===== src/rtl/baccarat_pkg.sv =====
// Shared baccarat constants, FSM state encoding and card point helper.
package baccarat_pkg;

  localparam int unsigned SCORE_W = 4;
  localparam int unsigned CARD_W  = 4;

  // A hand total of NATURAL_MIN or more (up to MAX_POINT) ends the deal at once
  localparam logic [SCORE_W-1:0] NATURAL_MIN = SCORE_W'(8);
  localparam logic [SCORE_W-1:0] MAX_POINT   = SCORE_W'(9);
  // Player draws a third card on a total at or below DRAW_MAX
  localparam logic [SCORE_W-1:0] DRAW_MAX    = SCORE_W'(5);

  typedef enum logic [3:0] {
    DEAL_P1    = 4'd0,
    DEAL_D1    = 4'd1,
    DEAL_P2    = 4'd2,
    DEAL_D2    = 4'd3,
    CHECK      = 4'd4,
    DEAL_P3    = 4'd5,
    BANKER_CHK = 4'd6,
    DEAL_D3    = 4'd7,
    RESULT     = 4'd8,
    DONE       = 4'd9
  } state_t;

  // Point value of a raw card: A..9 count face value, 10/J/Q/K and no-card count 0
  function automatic logic [SCORE_W-1:0] card_value(input logic [CARD_W-1:0] card);
    if ((card >= CARD_W'(1)) && (card <= CARD_W'(9))) begin
      return SCORE_W'(card);
    end
    return SCORE_W'(0);
  endfunction

endpackage


===== src/rtl/banker_rule.sv =====
// Banker third-card draw table, purely combinational.
module banker_rule
  import baccarat_pkg::*;
(
  input  logic [3:0] dscore,
  input  logic [3:0] p3v,
  output logic       dealer_draw
);

  // Draw decision from banker total and the player's third-card point value
  always_comb begin
    dealer_draw = 1'b0;
    case (dscore)
      4'd0, 4'd1, 4'd2: dealer_draw = 1'b1;
      4'd3:             dealer_draw = (p3v != 4'd8);
      4'd4:             dealer_draw = (p3v >= 4'd2) && (p3v <= 4'd7);
      4'd5:             dealer_draw = (p3v >= 4'd4) && (p3v <= 4'd7);
      4'd6:             dealer_draw = (p3v >= 4'd6) && (p3v <= 4'd7);
      default:          dealer_draw = 1'b0;
    endcase
  end

endmodule


===== src/rtl/deal_fsm.sv =====
// Sequences one baccarat hand: card load strobes, third-card rules, win lights.
module deal_fsm
  import baccarat_pkg::*;
(
  input  logic       slow_clock,
  input  logic       resetb,
  input  logic [3:0] pscore,
  input  logic [3:0] dscore,
  input  logic [3:0] pcard3,
  output logic       load_pcard1,
  output logic       load_pcard2,
  output logic       load_pcard3,
  output logic       load_dcard1,
  output logic       load_dcard2,
  output logic       load_dcard3,
  output logic       player_win_light,
  output logic       dealer_win_light
);

  state_t     state;
  state_t     next_state;
  logic [3:0] p3v;
  logic       dealer_draw;
  logic       p_natural;
  logic       d_natural;

  assign p3v       = card_value(pcard3);
  assign p_natural = (pscore >= NATURAL_MIN) && (pscore <= MAX_POINT);
  assign d_natural = (dscore >= NATURAL_MIN) && (dscore <= MAX_POINT);

  banker_rule u_banker_rule (
    .dscore      (dscore),
    .p3v         (p3v),
    .dealer_draw (dealer_draw)
  );

  // State register; lights latch on the edge leaving RESULT and hold until reset
  always_ff @(posedge slow_clock or negedge resetb) begin
    if (!resetb) begin
      state            <= DEAL_P1;
      player_win_light <= 1'b0;
      dealer_win_light <= 1'b0;
    end else begin
      state <= next_state;
      if (state == RESULT) begin
        player_win_light <= (pscore >= dscore);
        dealer_win_light <= (dscore >= pscore);
      end
    end
  end

  // Next-state selection and one-hot Moore load strobes
  always_comb begin
    next_state  = state;
    load_pcard1 = 1'b0;
    load_pcard2 = 1'b0;
    load_pcard3 = 1'b0;
    load_dcard1 = 1'b0;
    load_dcard2 = 1'b0;
    load_dcard3 = 1'b0;
    case (state)
      DEAL_P1: begin
        load_pcard1 = 1'b1;
        next_state  = DEAL_D1;
      end
      DEAL_D1: begin
        load_dcard1 = 1'b1;
        next_state  = DEAL_P2;
      end
      DEAL_P2: begin
        load_pcard2 = 1'b1;
        next_state  = DEAL_D2;
      end
      DEAL_D2: begin
        load_dcard2 = 1'b1;
        next_state  = CHECK;
      end
      CHECK: begin
        if (p_natural || d_natural) begin
          next_state = RESULT;
        end else if (pscore <= DRAW_MAX) begin
          next_state = DEAL_P3;
        end else if (dscore <= DRAW_MAX) begin
          next_state = DEAL_D3;
        end else begin
          next_state = RESULT;
        end
      end
      DEAL_P3: begin
        load_pcard3 = 1'b1;
        next_state  = BANKER_CHK;
      end
      BANKER_CHK: begin
        next_state = dealer_draw ? DEAL_D3 : RESULT;
      end
      DEAL_D3: begin
        load_dcard3 = 1'b1;
        next_state  = RESULT;
      end
      RESULT: begin
        next_state = DONE;
      end
      DONE: begin
        next_state = DONE;
      end
      default: begin
        next_state = DEAL_P1;
      end
    endcase
  end

endmodule

===== config.mk =====
export PLATFORM = sky130hd
export DESIGN_NAME = deal_fsm
export DESIGN_NICKNAME = d
export VERILOG_FILES = /design/src/rtl/baccarat_pkg.sv /design/src/rtl/banker_rule.sv /design/src/rtl/deal_fsm.sv
export SDC_FILE = /design/constraint.sdc
export NUM_CORES = 1
export LEC_CHECK = 0
export ABC_CLOCK_PERIOD_IN_PS = 1200
export CELL_PAD_IN_SITES_DETAIL_PLACEMENT = 1
export CELL_PAD_IN_SITES_GLOBAL_PLACEMENT = 1
export CORE_UTILIZATION = 27
export DETAILED_ROUTE_END_ITERATION = 8
export HOLD_SLACK_MARGIN = 0.12
export PLACE_DENSITY_LB_ADDON = 0.1
export SLEW_MARGIN = 20
export SYNTH_ARGS = -nofsm -noshare
export SYNTH_HDL_FRONTEND = slang
export SYNTH_SLANG_ARGS = --single-unit

===== constraint.sdc =====
create_clock -name slow_clock -period 1.2 [get_ports slow_clock]
set_input_delay 0.18 -clock slow_clock [delete_from_list [all_inputs] [get_ports slow_clock]]
set_output_delay 0.18 -clock slow_clock [all_outputs]
set_load 0.03 [all_outputs]

# Word-level counts from Yosys, hierarchy flattened
# Cells that the tools add are included.
# Widths: inputs -> output; s select.
# totals
ff_bits	6
inputBits	14
wordCells	59
out_inout_bits	8
# op_classes
eq_ne	16
n_mux	15
order_cmp	14
reduce_logical	11
# op_table
operator	count
$pmux 4 s9	1
$eq 4x3->1 const B	7
$mux 4	6
$eq 4x2->1 const B	4
$le 4x3->1 const B	3
$le 4x4->1 const B	3
$eq 4x1->1 const B	2
$eq 4x4->1 const B	2
$ge 4x3->1 const B	2
$ge 4x4->1	2
$ge 4x4->1 const B	2
$logic_not 4->1	2
$mux 1	7
$logic_and 1x1->1	6
$pmux 1 s5	1
$ge 4x1->1 const B	1
$ge 4x2->1 const B	1
$ne 4x4->1 const B	1
$reduce_or 3->1	1
$reduce_or 2->1	1
$logic_or 1x1->1	1

# Logic depth before layout (Yosys ltp)
# logic_depth
word_depth	9
depth_mapped	6
depth_no_buf	6

# Cells and area by module
# From an unflattened synthesis, not the netlist that was laid out.
# hier_totals
cells_unflattened	78
hier_area_um2	639.4
# by_module_without_submodules
module	cells_per_inst	n_inst	seq_area_each_um2	area_each_um2
deal_fsm	72	1	150.1	586.8
banker_rule	6	1	0.0	52.6

# Worst setup path after synthesis
# OpenSTA, ideal clock, no wires.
# synth_timing
path_kind	register -> output
startpoint	register state[1]
endpoint	output port load_pcard1
path_stages_with_launch	3
n_path_buf	1
setup_slack_ns	-0.541
arrival_ns	1.561
required_time_ns	1.020
cell_sequence	dfrtp_1 -> buf_2 -> nor4_1
# synth_between
elab_chain_cells	2
# synth_rtl
item	line	source
from (decl)	deal_fsm.sv:20	state_t state;
from (signal assigned)	deal_fsm.sv:44	state <= next_state;
$logic_not 4->1	deal_fsm.sv:61	case (state)
$mux 1	deal_fsm.sv:61	
to (decl)	deal_fsm.sv:10	output logic load_pcard1,
# Every way passes these cells.

# Worst setup path after layout
# layout_timing
startpoint	register state[0]
endpoint	output port load_pcard2
# layout_between
elab_chain_cells	2
# layout_rtl
item	line	source
$eq 4x2->1	deal_fsm.sv:61	
$mux 1	deal_fsm.sv:61	
to (decl)	deal_fsm.sv:11	output logic load_pcard2,
# Every way passes these cells.

==> metrics <==
outcome complete, but fails checks; Synthesized Nets 88; largest net degree at the start of global routing 7; Max Fclk between 0.6 and 0.7 GHz; die area 0.00230 sq mm; worst min path class input port to async pin; total CTS buffers 3; final WL 2420 microns; GRT Overall Usage 23.9%; final worst slack -0.264 ns; P_sw between 1 and 1.5 mW; register area 154 sq um; PwrDens 2290 mW/mm^2; Std-Cell Rows 16; Hold Fails Final Rpt 0; global-route wire length before repair 3730 microns; Initial Util roughly 29%; GRT overflow 0; vias in the first global route between 700 and 800; Least-Margin Pin Slew 0.289 ns; clock share of power ~6.7%; DRC violations left 0; CTS hold repair buffers 0; final core occ 64.5%; H-tree levels 1; Slew headroom 80.7%; Flop pwr share 15.1%; clock latency on the worst-skew pair 0.25 ns; area occupied by multi-input gates 566 sq um; Max Cap Viol 0; Vias/cell around 5; # IOs 22; area grow syn2layout 124%; core box area 0.00198 sq mm; Setup crit end kind output port; die height 48.0 microns; post-synth top area share 26.3%; part of the cycle the worst path needs 122%; P_int ~1.6 mW; minimum clock period 1.46 ns; register area share after synthesis between 20% and 30%; endpoints failing setup 12; worst path arrival time 1.28 ns; Gate power share around 80%; setup tns final -2.31 ns; count of different cell masters after synthesis 34; CTS max path bufs 2; TritonCTS Sinks 6; Post-Synthesis Cells 70; Synth area leader dfrtp_1; post-synthesis async set-or-reset flop share 100%; Final GP Congestion 0.804; hpwl dp 1450 microns; Worst EP required 1.02 ns; Mean Syn Cell Area 8.15 sq um; Root Driver clkbuf_4; register bit total from synthesis 6; initial antenna violation count 0; Critical Path Fanout Max 4; Pre-Repair DR Iteration Count 4; top cells by area, synth dfrtp_1 26%, ha_1 8.8%, inv_1 4.6%; Clk pin slew, worst setup/hold paths 0.06 ns; total number of vias 729; # diodes 0; chip width 48.0 microns; Post-synth top cells 7 x inv_1, 7 x nor2_1, 6 x dfrtp_1; Worst Clk Skew 0.00901 ns; LEAKAGE 0.548 nW; Post-synth EDFFs 0; top_reg_cell synth dfrtp_1; I/O Buffers 21; CTS tree done; failing checks negative setup slack; synth warn 0; layout cells sized above 1 61.5%; fin. max-slew vios 0; fill count 200; critical path startpoint category register; drt wl/cell around 17 microns; RSZ-0062 raised after global routing true; VDD IR max 1.64 mV; synthesized area 571 sq um; switching portion of total power 43.6%; nets 137; Antenna Nets Post-Route 0; CP Class register to output port; initial drt markers 5
-- flip-flops by register name, summed over array words and instances (netlist names) --
signal,count
player_win_light,1
dealer_win_light,1
state,4
-- power groups by stage --
stage | combinational (mW) | sequential, mW | clock [mW]
final | 2.28 | 0.443 | 0.195
after global routing | 2.42 | 0.449 | 0.208
after CTS | 1.97 | 0.421 | 0.194
after detailed placement | 1.45 | 0.447 | 0
after global placement | 1.44 | 0.441 | 0
after floorplan | 0.958 | 0.421 | 0
-- area by class of cell --
class                   instances  area share [%]
multi-input cells              53            44.3
repair buffers                 48            37.2
flip-flops and latches          6            12.0
well taps                      27            2.64
inverters                       7            2.06
clock buffers                   3            1.76
-- layer usage --
layer | vias up | GRT usage, % | share of wire, %
met5 | - | 0 | 0
met2 | 22 | 39.5 | 50
met4 | 0 | 5.00 | 1.2
met1 | 349 | 32.1 | 45
met3 | 4 | 4.91 | 3.7
li1 | 354 | - | -
-- layout by cell type, fill, tap and decap left out, types with 2 or more instances in the layout --
cell type,netlist,routed
dfrtp_1,6,3
nor3_4,0,3
ha_1,4,4
nor2_1,7,5
a21oi_2,1,2
dlygate4sd2_1,0,5
nand2b_1,4,2
buf_6,0,21
inv_1,7,6
clkbuf_4,0,3
dfrtp_2,0,3
a21oi_1,4,2
buf_4,1,13
nand2b_4,0,2
a31oi_1,3,2
o31ai_4,0,2
nor2_4,0,2
clkdlybuf4s50_1,0,6
nand2_1,4,2
-- worst paths after layout --
check | slack [ns] | endpoint | cells after the start | startpoint
hold reg to reg | 0.51 | dealer_win_light | 1 | dealer_win_light
min in group slow_clock | 0.51 | dealer_win_light | 1 | dealer_win_light
setup / recovery | -0.26 | load_pcard2 | 4 | state[0]
hold / removal | 0.18 | state[0] | 1 | resetb
setup reg to reg | -0.19 | dealer_win_light | 5 | state[1]
max in group asynchronous | 0.77 | state[2] | 1 | resetb
-- worst max-delay path: stages (launching register included) --
cell	delay [ns]
dfrtp_1	0.42
buf_12	0.15
nor3_4	0.18
and2_4	0.16
buf_6	0.12
-- logic make-up after synthesis --
family	Yosys count	synth area share [%]
AND/OR/NAND/NOR	29	28.5
AO/OA/AOI/OAI	19	26.1
buffers and inverters	11	8.55
flip-flops	6	26.3
adder cells (fa/ha/maj)	5	10.5
-- timing repair --
item                                    4_1_cts  5_1_grt
resized for setup                            37       21
endpoints found under the setup margin       12       12
pin swaps                                     7       17
setup buffers                                11        2
-- through the flow --
| step | std cells | hold slack [ns] | power (mW) | instance area [sq um] | setup WS [ns] |
|---|---|---|---|---|---|
| floorplan | 70 | -0.116 | 1.38 | 667 | -0.0842 |
| global placement | 128 | 0.433 | 1.88 | 970 | -0.523 |
| detailed placement | 128 | 0.449 | 1.90 | 970 | -0.583 |
| CTS | 142 | 0.192 | 2.59 | 1180 | -0.246 |
| global route | 144 | 0.190 | 3.07 | 1280 | -0.317 |
| finish | 144 | 0.177 | 2.92 | 1280 | -0.264 |
Note: power is estimated with default switching activity, not from simulation.
